$ cat config.mk
export PLATFORM = sky130hd
export DESIGN_NAME = fp_mult_dispatch
export DESIGN_NICKNAME = d
export VERILOG_FILES = /design/src/rtl/fp_mult_pkg.sv /design/src/rtl/fp_op_fifo.sv /design/src/rtl/fp_mult_dispatch.sv
export SDC_FILE = /design/constraint.sdc
export NUM_CORES = 1
export LEC_CHECK = 0
export ABC_AREA = 1
export CAP_MARGIN = 25
export CORE_ASPECT_RATIO = 1.5
export CORE_UTILIZATION = 40
export CTS_CLUSTER_DIAMETER = 60
export CTS_CLUSTER_SIZE = 16
export DETAILED_ROUTE_END_ITERATION = 10
export GPL_TIMING_DRIVEN = 0
export SETUP_SLACK_MARGIN = 0.3
export SLEW_MARGIN = 0
export SYNTH_ARGS = -nofsm -noshare
export SYNTH_HDL_FRONTEND = slang
export SYNTH_SLANG_ARGS = --single-unit
$ cat constraint.sdc
create_clock -name clk -period 6.9 [get_ports clk]
set_input_delay 1.035 -clock clk [delete_from_list [all_inputs] [get_ports clk]]
set_output_delay 1.035 -clock clk [all_outputs]
set_load 0.05 [all_outputs]
$ cat src/rtl/fp_mult_pkg.sv
// Shared definitions for the floating-point multiplier dispatcher: widths, flow codes,
// FSM state encoding and the flow-code sanitiser.
package fp_mult_pkg;

    localparam int OP_W    = 32;
    localparam int FLOW_W  = 2;
    localparam int ENTRY_W = 2 * OP_W;

    localparam logic [FLOW_W-1:0] FLOW_NORMAL  = 2'b00;
    localparam logic [FLOW_W-1:0] FLOW_OVER    = 2'b01;
    localparam logic [FLOW_W-1:0] FLOW_UNDER   = 2'b10;
    localparam logic [FLOW_W-1:0] FLOW_TIMEOUT = 2'b11;

    typedef enum logic [1:0] {
        ST_IDLE   = 2'd0,
        ST_LAUNCH = 2'd1,
        ST_WAIT   = 2'd2,
        ST_OUTPUT = 2'd3
    } state_t;

    // Only the local watchdog may report a timeout; a multiplier driving 11 is read as normal.
    function automatic logic [FLOW_W-1:0] sanitize_flow(input logic [FLOW_W-1:0] flow);
        case (flow)
            FLOW_OVER:    sanitize_flow = FLOW_OVER;
            FLOW_UNDER:   sanitize_flow = FLOW_UNDER;
            FLOW_TIMEOUT: sanitize_flow = FLOW_NORMAL;
            default:      sanitize_flow = FLOW_NORMAL;
        endcase
    endfunction

endpackage

$ cat src/rtl/fp_op_fifo.sv
// Operand-pair FIFO for the multiplier dispatcher: 64-bit entries {a, b}, power-of-two depth,
// synchronous active-high reset, combinational read of the head entry.
module fp_op_fifo
    import fp_mult_pkg::*;
#(
    parameter int DEPTH = 4
) (
    input  logic                     clk,
    input  logic                     reset,
    input  logic                     push,
    input  logic                     pop,
    input  logic [ENTRY_W-1:0]       din,
    output logic [ENTRY_W-1:0]       dout,
    output logic                     full,
    output logic                     empty,
    output logic [$clog2(DEPTH):0]   count
);

    localparam int PTR_W = $clog2(DEPTH);
    localparam int CNT_W = PTR_W + 1;

    logic [ENTRY_W-1:0] mem [DEPTH];
    logic [PTR_W-1:0]   wr_ptr;
    logic [PTR_W-1:0]   rd_ptr;
    logic               do_push;
    logic               do_pop;

    assign full    = (count == CNT_W'(DEPTH));
    assign empty   = (count == '0);
    assign do_pop  = pop && !empty;
    // A full FIFO may still take a push when the head leaves on the same edge.
    assign do_push = push && (!full || do_pop);
    assign dout    = mem[rd_ptr];

    always_ff @(posedge clk) begin
        if (do_push) begin
            mem[wr_ptr] <= din;
        end
    end

    always_ff @(posedge clk) begin
        if (reset) begin
            wr_ptr <= '0;
            rd_ptr <= '0;
            count  <= '0;
        end else begin
            if (do_push) begin
                wr_ptr <= wr_ptr + 1'b1;
            end
            if (do_pop) begin
                rd_ptr <= rd_ptr + 1'b1;
            end
            case ({do_push, do_pop})
                2'b10:   count <= count + 1'b1;
                2'b01:   count <= count - 1'b1;
                default: count <= count;
            endcase
        end
    end

endmodule

$ cat src/rtl/fp_mult_dispatch.sv
// Queues operand pairs and feeds them one at a time to an external FP multiplier, returning
// each product with its flow code. Define FP_DISPATCH_TIMEOUT_EN to add the WAIT watchdog.
module fp_mult_dispatch
    import fp_mult_pkg::*;
#(
    parameter int FIFO_DEPTH     = 4,
    parameter int TIMEOUT_CYCLES = 255
) (
    input  logic        clk,
    input  logic        reset,
    input  logic        in_valid,
    output logic        in_ready,
    input  logic [31:0] in_a,
    input  logic [31:0] in_b,
    output logic [31:0] mult_a,
    output logic [31:0] mult_b,
    output logic        mult_rst,
    input  logic [31:0] mult_c,
    input  logic        mult_done,
    input  logic [1:0]  mult_flow,
    output logic        out_valid,
    input  logic        out_ready,
    output logic [31:0] out_c,
    output logic [1:0]  out_flow,
    output logic        busy
);

    localparam int CNT_W = $clog2(FIFO_DEPTH) + 1;

    state_t             state;
    state_t             state_next;
    logic               fifo_full;
    logic               fifo_empty;
    logic [CNT_W-1:0]   fifo_count;
    logic [ENTRY_W-1:0] fifo_head;
    logic               push;
    logic               pop;
    logic               capture;
    logic               timed_out;
    logic               timeout_hit;

    assign in_ready = !reset && !fifo_full;
    assign push     = in_valid && in_ready;

    fp_op_fifo #(
        .DEPTH (FIFO_DEPTH)
    ) u_fifo (
        .clk   (clk),
        .reset (reset),
        .push  (push),
        .pop   (pop),
        .din   ({in_a, in_b}),
        .dout  (fifo_head),
        .full  (fifo_full),
        .empty (fifo_empty),
        .count (fifo_count)
    );

`ifdef FP_DISPATCH_TIMEOUT_EN
    localparam logic [9:0] WD_LAST = 10'(TIMEOUT_CYCLES - 1);

    logic [9:0] watchdog;

    // Counts completed WAIT cycles; the limit is reached on the last permitted WAIT cycle.
    always_ff @(posedge clk) begin
        if (reset || state == ST_LAUNCH) begin
            watchdog <= '0;
        end else if (state == ST_WAIT) begin
            watchdog <= watchdog + 10'd1;
        end
    end

    assign timeout_hit = (watchdog == WD_LAST);
`else
    // No watchdog in this build; the term is constant false for every legal limit.
    assign timeout_hit = (TIMEOUT_CYCLES == 0);
`endif

    always_ff @(posedge clk) begin
        if (reset) begin
            state <= ST_IDLE;
        end else begin
            state <= state_next;
        end
    end

    always_comb begin
        state_next = state;
        pop        = 1'b0;
        capture    = 1'b0;
        timed_out  = 1'b0;
        case (state)
            ST_IDLE: begin
                if (!fifo_empty) begin
                    pop        = 1'b1;
                    state_next = ST_LAUNCH;
                end
            end
            ST_LAUNCH: begin
                state_next = ST_WAIT;
            end
            ST_WAIT: begin
                if (mult_done) begin
                    capture    = 1'b1;
                    state_next = ST_OUTPUT;
                end else if (timeout_hit) begin
                    timed_out  = 1'b1;
                    state_next = ST_OUTPUT;
                end
            end
            ST_OUTPUT: begin
                if (out_ready) begin
                    state_next = ST_IDLE;
                end
            end
            default: begin
                state_next = ST_IDLE;
            end
        endcase
    end

    // Operands stay put from the pop until the next pop; results stay put until the next capture.
    always_ff @(posedge clk) begin
        if (reset) begin
            mult_a   <= '0;
            mult_b   <= '0;
            out_c    <= '0;
            out_flow <= FLOW_NORMAL;
        end else begin
            if (pop) begin
                mult_a <= fifo_head[ENTRY_W-1:OP_W];
                mult_b <= fifo_head[OP_W-1:0];
            end
            if (capture) begin
                out_c    <= mult_c;
                out_flow <= sanitize_flow(mult_flow);
            end else if (timed_out) begin
                out_c    <= '0;
                out_flow <= FLOW_TIMEOUT;
            end
        end
    end

    assign mult_rst  = reset || (state == ST_LAUNCH);
    assign out_valid = !reset && (state == ST_OUTPUT);
    assign busy      = !reset && ((state != ST_IDLE) || (fifo_count != '0));

endmodule

==> results by group, run 1 <==
Die
  • # IOs: approximately 210
  • Core Area: around 37000 um2
  • Die width: 161.0 um
  • Die area: just under 40000 um2
  • Die height: roughly 240 um
  • Initial Util: 40.48%
  • # rows: slightly below 90

STA
  • Fin crit share: between 60% and 70%
  • Sum Neg Setup Slack: 0 ns
  • Worst slew pin tran: slightly above 0.8 ns
  • Setup violations, final: 0
  • Final Critical Period: 4.408 ns
  • Clk_skew: between 0.01 and 0.015 ns
  • Final hold slack: about 0.47 ns
  • Headroom to the max-slew limit: between 40% and 50%
  • Unrepaired setup endpoints after global routing: false
  • Final Max Slew Viols: 0
  • Final hold violations: 0
  • Fmax: 226.9 MHz

Logic synthesis
  • Yosys warnings: 0
  • Syn nets: around 1.8k
  • Largest cells by area after synthesis: edfxtp_1 (51%), dfxtp_1 (14%), nand2_1 (12%)
  • Post-synthesis register bit count: between 300 and 400
  • Mean area per synthesized cell: 9.182 um2
  • Synth area leader: edfxtp_1
  • Top cell type's share of synthesized area: between 50% and 60%
  • Mapped Area: around 15000 um2
  • Post-Syn Instances: roughly 1.7k
  • Synth cell types: 23
  • Post-synthesis sequential area ratio: between 60% and 70%

CTS
  • TritonCTS clock tree: done
  • Clock Latency Late Sink: between 0.5 and 0.6 ns
  • CTS sink count: approximately 360
  • Total CTS buffers: 28
  • Post-CTS Setup Inserts: 0
  • Worst-path clk slew: 0.07 ns
  • Clk buf depth: 3
  • Clock root buffer: clkbuf_16
  • CTS H-Tree Depth: 1
  • Post-CTS resize count: 0
  • Hold-fix buffers, CTS: 0

Layout
  • Final Cell Area: around 19000 um2
  • Reg area: between 9000 and 10000 um2
  • Multi-input gate area: 3650 um2
  • Synth-to-layout area growth: 24.71%
  • FILL cells: about 3.4k
  • Nets: around 2.0k
  • Layout cell share with drive strength beyond 1: 5.849%

Detailed routing
  • WL per Instance: between 10 and 15 um
  • Vias per inst: around 4.5
  • Drt initial violations: about 600
  • # DRC: 0
  • DR vias: ~11k
  • Number of detailed-route iterations in the first pass: 5
  • ANT nets after route: 0
  • Drt total wl: between 30 and 40 mm

Power and ir drop
  • Maximum VDD drop: 0.2678 mV
  • Pwr dens: ~360 nW/um2
  • Leakage: between 8 and 9 nW

GRT
  • GR Util met1: around a fifth
  • First-pass GRT wire length: ~56 mm
  • Grt ovf: 0
  • Vias in the first global route: between 10k and 15k
  • Global-route met2 utilization: 35.84%
  • GRT Total Usage: 18.68%
  • Busiest grt layer: met2
  • Largest net degree at the start of global routing: 27
  • Met3 Use GR: approximately 3.2%
  • Antenna violations before repair: 6

Setup path
  • Setup slack, reg-to-reg: around 4.5 ns
  • Endpoint arrival time on the critical path: roughly 3.4 ns
  • Worst path required time: 5.86 ns
  • Crit Path Max Fanout: 10
  • Worst setup EP type: output pin
  • CP Launch Type: primary input
  • Kind of critical path: in2out

Worst hold path
  • Hold WC Path Type: reg2reg

Place
  • Hpwl dp: ~25 mm
  • I/O Buffers: 204
  • Final weighted congestion of routability-driven global placement: ~0.77
  • Post-DP Area: roughly 18000 um2

Job
  • Max-cap violations: 0

Run status
  • Status: complete, no violations
## state kept, by name, summed over array words and instances (netlist names)
register,flops
u_fifo.mem,256
mult_a,32
mult_b,32
out_c,32
u_fifo.count,3
out_flow,2
state,2
u_fifo.rd_ptr,2
u_fifo.wr_ptr,2
## layout by cell type (no fill, tap or decap), types with 3 or more instances in the layout
cell / instances
nand3_1: 137
ha_1: 10
nand2_1: 467
edfxtp_1: 256
dfxtp_1: 107
buf_6: 5
a21oi_1: 7
inv_2: 3
o21ai_0: 35
buf_2: 35
clkbuf_16: 30
buf_4: 17
inv_1: 339
clkdlybuf4s50_1: 204
clkbuf_1: 30
diode_2: 3
nor2_4: 5
buf_12: 8
nor2_1: 204
## cells in the mapped netlist
library cell / instances
o211a_1: 1
inv_1: 339
edfxtp_1: 256
buf_4: 17
clkinv_1: 1
clkbuf_1: 16
nand3_1: 137
buf_1: 1
a21oi_1: 7
nand4_1: 1
o21ai_0: 35
nand2_2: 1
nand2_1: 467
nor2_4: 1
dfxtp_1: 107
nor2_1: 208
inv_2: 3
fa_1: 1
o21ai_1: 1
buf_2: 35
or2_2: 1
buf_6: 5
ha_1: 10
## critical path, stage by stage
cell and delay, ns:
clkdlybuf4s50_1 0.57, inv_2 0.32, clkbuf_1 0.45, nand2_1 0.11, inv_1 0.07, clkdlybuf4s50_1 0.80
## per-stage QoR
step | setup WS [ns] | power, mW | cells | util, %
3_5_place_dp | 2.435 | 5.320 | 2352 | 48.08
6_report | 2.492 | 6.847 | 2407 | 50.49
5_1_grt | 2.329 | 7.267 | 2406 | 50.48
4_1_cts | 2.426 | 6.931 | 2404 | 50.47
3_3_place_gp | -1.144 | 5.291 | 2344 | 47.57
2_1_floorplan | 2.380 | 4.467 | 1651 | -
## metal layers
layer / routed length [um] / share of wire (%) / vias up
li1: - / - / 5513
met1: 14240 / 39 / 4989
met2: 19010 / 53 / 280
met3: 1869 / 5.2 / 64
met4: 899 / 2.5 / 6
met5: 50 / 0.14 / -
## kinds of logic after synthesis
kind of cell             Yosys count  share of synthesized area [%]
AND/OR/NAND/NOR                  816                          21.43
adder cells (fa/ha/maj)           11                         0.9574
flip-flops                       363                          64.84
buffers and inverters            417                          11.28
AO/OA/AOI/OAI                     44                          1.486
## path summary, 6_finish.rpt
path | from | endpoint | cells after the start
setup / recovery | reset | busy | 6
hold / removal | out_flow[1]$_SDFFE_PP0P_ | out_flow[1]$_SDFFE_PP0P_ | 2
setup reg to reg | u_fifo.count[0]$_SDFFE_PP0P_ | u_fifo.mem[0][44]$_DFFE_PP_ | 5
hold reg to reg | out_flow[1]$_SDFFE_PP0P_ | out_flow[1]$_SDFFE_PP0P_ | 2
## cell type report
class	instances	area share (%)
diodes	3	0.03971
plain buffers	74	2.237
clock buffers	46	4.394
clock inverters	6	0.3375
inverters	343	6.810
multi-input cells	871	19.31
flip-flops and latches	363	51.99
well taps	489	3.236
repair buffers	212	11.65
## report_power, final
part	switching (mW)	total, mW	leakage [nW]	internal [mW]
Sequential	0.110	2.69	3.20	2.58
Clock	0.744	1.61	0.431	0.864
Combinational	1.71	2.55	4.73	0.843
Total	2.56	6.85	8.37	4.29
(Power assumes the default switching activity.)
==> run 2, diff against run 1 <==
==> constraint.sdc (replaced) <==
create_clock -name clk -period 3.6 [get_ports clk]
set_input_delay 0.54 -clock clk [delete_from_list [all_inputs] [get_ports clk]]
set_output_delay 0.54 -clock clk [all_outputs]
set_load 0.05 [all_outputs]
==> run 2 against run 1 <==
Against the previous run:
- routed wire length is essentially flat
- clock-buffer cell count stayed put
- clock skew is 0.00082 ns lower
- global-route usage unchanged
- via count barely moved
- utilization did not move
- total power is 92% higher
- setup slack worse by 1.9 ns
- highest routed layer unchanged
==> results by group, run 2 (synthesized netlist as in run 1, its figures left out) <==
Setup path
  • CP Launch Type: primary input
  • Crit Path Max Fanout: 10 (unchanged)
  • Reg2Reg Capture Point: u_fifo.mem[0][44]$_DFFE_PP_
  • Kind of critical path: in2out
  • Endpoint arrival time on the critical path: 2.44 ns (-0.93 ns)
  • R2r worst-path depth: 5 (unchanged)
  • Worst setup EP type: output pin
  • Worst r2r src: u_fifo.count[0]$_SDFFE_PP0P_
  • Worst path required time: 3.06 ns (-2.80 ns)
  • Setup slack, reg-to-reg: 1.17 ns (-3.31 ns)

Die
  • Die area: 38700 um2 (unchanged)
  • # rows: 87 (unchanged)
  • Die width: 161.0 um (unchanged)
  • Die height: 240.4 um (unchanged)
  • Core Area: 37450 um2 (unchanged)
  • # IOs: 205 (unchanged)
  • Initial Util: 40.48% (unchanged)

GRT
  • Grt ovf: 0 (unchanged)
  • First-pass GRT wire length: 55.82 mm (about the same)
  • Antenna violations before repair: 6 (unchanged)
  • Largest net degree at the start of global routing: 27 (unchanged)
  • Vias in the first global route: 10.63k (-0.0094%)
  • GRT Total Usage: 18.68% (unchanged)

Layout
  • Most frequent cells in the layout: nand2_1 (467), inv_1 (339), edfxtp_1 (256), nor2_1 (204), clkdlybuf4s50_1 (203)
  • Non-Filler Instances: 2407 (unchanged)
  • Max FFs per register: 256 (unchanged)
  • Nets: 2007 (unchanged)
  • Layout cell share with drive strength beyond 1: 5.901% (+0.052 points)
  • Leading cell type in the layout, fill and taps excluded: nand2_1
  • Final Cell Area: 18910 um2 (unchanged)
  • Synth-to-layout area growth: 24.71% (unchanged)
  • Largest register by flop count: u_fifo.mem

CTS
  • Clk buf depth: 3 (unchanged)
  • Post-CTS resize count: 2 (+2)
  • Hold-fix buffers, CTS: 0 (unchanged)
  • TritonCTS clock tree: done
  • CTS H-Tree Depth: 1 (unchanged)
  • Post-CTS Setup Inserts: 0 (unchanged)
  • CTS sink count: 363 (unchanged)
  • Clock root buffer: clkbuf_16
  • Worst-path clk slew: 0.07 ns (about the same)
  • Total CTS buffers: 28 (unchanged)
  • Clock Latency Late Sink: 0.57 ns (about the same)

Power and ir drop
  • Maximum VDD drop: 0.5132 mV (+92%)
  • Flop pwr share: 39.3% (about the same)
  • Switching share of total power: 37.42% (about the same)
  • Int Power: 8.211 mW (+92%)
  • Clock network fraction of total power: 23.5% (about the same)
  • Leakage: 8.371 nW (about the same)
  • Combinational Power Share: 37.2% (about the same)
  • Switching power: 4.909 mW (+92%)
  • Pwr dens: 694.0 nW/um2 (+92%)

Place
  • I/O Buffers: 204 (unchanged)
  • Post-DP Area: 18000 um2 (unchanged)
  • Cell total after placement: 2352 (unchanged)
  • Final weighted congestion of routability-driven global placement: 0.7705 (unchanged)
  • Hpwl dp: 24.55 mm (unchanged)

STA
  • Final Max Slew Viols: 0 (unchanged)
  • Final Critical Period: just under 3 ns
  • Setup violations, final: 0 (unchanged)
  • Clk_skew: 0.01302 ns (-0.0008175 ns)
  • Worst slew pin tran: 0.8264 ns (+0.006369 ns)
  • Fmax: ~340 MHz
  • Fin crit share: 82.64%
  • Final hold violations: 0 (unchanged)
  • Unrepaired setup endpoints after global routing: false
  • Headroom to the max-slew limit: 44.78% (-0.43 points)
  • Final hold slack: 0.4656 ns (+0.00003700 ns)

Worst hold path
  • Worst Hold Depth: 2 (unchanged)
  • Hold WC Path Type: reg2reg
  • Worst Min Path Start: out_flow[1]$_SDFFE_PP0P_
  • Worst Hold End: out_flow[1]$_SDFFE_PP0P_

Detailed routing
  • Vias per inst: 4.511 (about the same)
  • Drt total wl: 36.07 mm (about the same)
  • WL per Instance: 14.98 um (about the same)
  • Drt initial violations: 604 (unchanged)
  • ANT nets after route: 0 (unchanged)
  • # DRC: 0 (unchanged)
  • DR vias: 10.86k (+0.055%)
  • Number of detailed-route iterations in the first pass: 5 (unchanged)

Run status
  • Status: complete, no violations

Job
  • Max-cap violations: 0 (unchanged)
[run 2: layer usage]
metal	vias up	part of all wire (%)	track usage [%]
li1	5514	-	-
met1	4985	39	20.42
met2	291	53	35.84
met3	62	5.3	3.209
met4	6	2.5	6.432
met5	-	0.14	0
[run 2: stage by stage]
stage	utilization (%)	total power, mW	setup slack, ns	setup TNS, ns
2_1_floorplan	-	8.562	-0.4249	-108.78
5_1_grt	50.48	13.92	0.4878	0
3_5_place_dp	48.08	10.20	0.1254	0
4_1_cts	50.47	13.28	0.5621	0
3_3_place_gp	47.57	10.14	-3.949	-992.61
6_report	50.49	13.12	0.6250	0
[run 2: worst max path at each step]
stage,cells after the start,endpoint,startpoint
after floorplan,3,u_fifo.mem[0][0]$_DFFE_PP_,reset
after global placement,4,u_fifo.mem[3][30]$_DFFE_PP_,reset
after detailed placement,6,busy,reset
after CTS,6,busy,reset
after global routing,6,busy,reset
final,6,busy,reset
[run 2: area by class of cell]
type | instances | area [um2]
fill | 3413 | 18540
sequential | 363 | 9829
multi-input combinational | 871 | 3650
timing repair buffer | 212 | 2201
inverter | 343 | 1287
clock buffer | 46 | 830.8
tap | 489 | 611.8
buffer | 74 | 424.2
clock inverter | 6 | 63.81
antenna | 3 | 7.507
[run 2: critical path, cell delays in order]
cell and delay (ns):
clkdlybuf4s50_1 0.57, inv_2 0.33, clkbuf_2 0.31, nand2_1 0.09
inv_1 0.06, dlygate4sd2_1 0.53
[run 2: power by group through the flow]
stage	Sequential, mW	Combinational, mW	Clock [mW]
after global routing	5.20	5.40	3.32
after CTS	5.16	4.96	3.16
after detailed placement	5.25	4.94	0
final	5.15	4.88	3.08
after global placement	5.27	4.88	0
after floorplan	6.18	2.38	0
==> run 3, diff against run 2 <==
==> constraint.sdc (replaced) <==
create_clock -name clk -period 3.11 [get_ports clk]
set_input_delay 0.4665 -clock clk [delete_from_list [all_inputs] [get_ports clk]]
set_output_delay 0.4665 -clock clk [all_outputs]
set_load 0.05 [all_outputs]
==> run 3 against run 2 <==
Against the previous run:
- critical endpoint is now mult_rst
- combinational power is 16% higher
- sequential cell count stayed put
- register-to-register slack got worse by 0.44 ns
- hold slack improved by 0.0017 ns
- total power increased by 16%
- clock skew grew 0.00052 ns
==> results by group, run 3 (synthesized netlist as in run 1, its figures left out) <==
Layout
  • Reg area: 9829 um2 (unchanged)
  • Non-Filler Instances: 2406 (-0.042%)
  • Nets: 2008 (+0.050%)
  • Leading cell type in the layout, fill and taps excluded: nand2_1
  • Max FFs per register: 256 (unchanged)
  • Multi-input gate area: 3650 um2 (unchanged)
  • Synth-to-layout area growth: 24.74% (about the same)
  • Most frequent cells in the layout: nand2_1 (467), inv_1 (339), edfxtp_1 (256), nor2_1 (204), clkdlybuf4s50_1 (203)
  • FILL cells: 3360 (-1.6%)
  • Largest register by flop count: u_fifo.mem
  • Layout cell share with drive strength beyond 1: 6.106% (+0.21 points)

STA
  • Fin crit share: 85.82%
  • Unrepaired setup endpoints after global routing: false
  • Final Critical Period: 2.669 ns
  • Fmax: between 300 and 400 MHz
  • Headroom to the max-slew limit: 49.86% (+5.1 points)
  • Worst slew pin tran: 0.7503 ns (-0.07609 ns)
  • Final hold slack: 0.4673 ns (+0.001680 ns)
  • Final hold violations: 0 (unchanged)
  • Setup violations, final: 0 (unchanged)
  • Clk_skew: 0.01354 ns (+0.0005193 ns)
  • Final Max Slew Viols: 0 (unchanged)
  • Setup ws final: 0.4410 ns (-0.1839 ns)

Place
  • Cell total after placement: 2352 (unchanged)
  • Final weighted congestion of routability-driven global placement: 0.7742 (+0.48%)
  • I/O Buffers: 204 (unchanged)
  • Hpwl dp: 24.53 mm (about the same)
  • Worst slack, placed: -0.2001 ns (-0.3255 ns)

Detailed routing
  • Drt total wl: 36.37 mm (+0.85%)
  • Number of detailed-route iterations in the first pass: 5 (unchanged)
  • WL per Instance: 15.12 um (+0.90%)
  • DR vias: 10.86k (+0.028%)
  • Vias per inst: 4.514 (about the same)
  • Drt initial violations: 589 (-2.5%)
  • # DRC: 0 (unchanged)
  • ANT nets after route: 0 (unchanged)

CTS
  • CTS sink count: 363 (unchanged)
  • Hold-fix buffers, CTS: 0 (unchanged)
  • Post-CTS Setup Inserts: 0 (unchanged)
  • Clk buf depth: 3 (unchanged)
  • Worst-path clk slew: 0.07 ns (about the same)
  • Clock Latency Late Sink: 0.57 ns (about the same)
  • TritonCTS clock tree: done
  • Post-CTS resize count: 4 (+2)
  • CTS H-Tree Depth: 1 (unchanged)
  • Total CTS buffers: 29 (+3.6%)
  • Clock root buffer: clkbuf_16

Setup path
  • Kind of critical path: reg2out
  • CP Launch Type: flip-flop
  • Max incr delay on CP: 0.71 ns (+0.14 ns)
  • Worst path top cell family by delay: buffers and inverters
  • Worst setup EP type: output pin
  • Bufs and invs on worst path: 2 (-3)
  • Crit Path Max Fanout: 4 (-6)
  • Endpoint arrival time on the critical path: 2.20 ns (-0.24 ns)
  • Crit-path cells: inv_1 > ha_1 > or2_2 > clkdlybuf4s50_1
  • Slowest CP cell: clkdlybuf4s50_1
  • Worst path required time: 2.64 ns (-0.42 ns)

GRT
  • Antenna violations before repair: 4 (-2)
  • First-pass GRT wire length: 55.89 mm (+0.12%)
  • Largest net degree at the start of global routing: 28 (+3.7%)
  • Vias in the first global route: 10.59k (-0.37%)
  • Grt ovf: 0 (unchanged)
  • GRT Total Usage: 18.79% (+0.11 points)

Die
  • # rows: 87 (unchanged)
  • Initial Util: 40.48% (unchanged)
  • # IOs: 205 (unchanged)
  • Die area: 38700 um2 (unchanged)
  • Die width: 161.0 um (unchanged)
  • Core Area: 37450 um2 (unchanged)
  • Die height: 240.4 um (unchanged)

Power and ir drop
  • Leakage: 8.381 nW (+0.11%)
  • Power, Total: 15.23 mW (+16%)
  • Pwr dens: 805.6 nW/um2 (+16%)
  • Maximum VDD drop: 0.4736 mV (-7.7%)

Run status
  • Status: complete, no violations

Worst hold path
  • Hold WC Path Type: reg2reg

Job
  • Max-cap violations: 0 (unchanged)
-- run 3: report_power, final --
| group | switching, mW | internal [mW] | leakage, nW |
|---|---|---|---|
| clock network | 1.71 | 1.88 | 0.442 |
| registers | 0.247 | 5.72 | 3.20 |
| logic | 3.81 | 1.87 | 4.74 |
| total | 5.76 | 9.47 | 8.38 |
-- run 3: final cells by class --
class	instances	share of cell area [%]
flip-flops and latches	363	51.98
repair buffers	212	11.65
multi-input cells	871	19.30
inverters	343	6.808
diodes	1	0.01323
clock buffers	46	4.446
well taps	489	3.235
clock inverters	7	0.3242
plain buffers	74	2.243
-- run 3: worst paths after layout --
path,startpoint,endpoint,slack (ns),cells past startpoint
hold / removal,out_flow[1]$_SDFFE_PP0P_,out_flow[1]$_SDFFE_PP0P_,0.47,2
hold reg to reg,out_flow[1]$_SDFFE_PP0P_,out_flow[1]$_SDFFE_PP0P_,0.47,2
setup / recovery,state[1]$_SDFFE_PP0P_,mult_rst,0.44,4
setup reg to reg,state[0]$_SDFFE_PP0P_,u_fifo.count[2]$_SDFFE_PP0P_,0.73,11
-- run 3: worst register-to-register path, stage by stage (launching register included) --
cell and delay (ns):
dfxtp_1 0.38, inv_1 0.10, ha_1 0.24, nand2_2 0.24, buf_6 0.24, inv_1 0.10
ha_1 0.24, fa_1 0.40, nor2_1 0.11, nor2_1 0.06, a21oi_1 0.12, nor2_1 0.05
-- run 3: stage by stage --
stage,TNS [ns],utilization [%],cell area (um2)
floorplan,0,-,15170
global placement,-584.81,47.60,17820
detailed placement,-22.39,48.08,18000
CTS,0,50.49,18910
global route,0,50.50,18910
finish,0,50.50,18910
-- run 3: metal layers --
layer  track usage (%)  up-vias  share of wire, %
met4             7.176        6               3.1
li1                  -     5516                 -
met3             3.071       69               5.2
met2             35.79      280                52
met5                 0        -              0.11
met1             20.59     4990                39
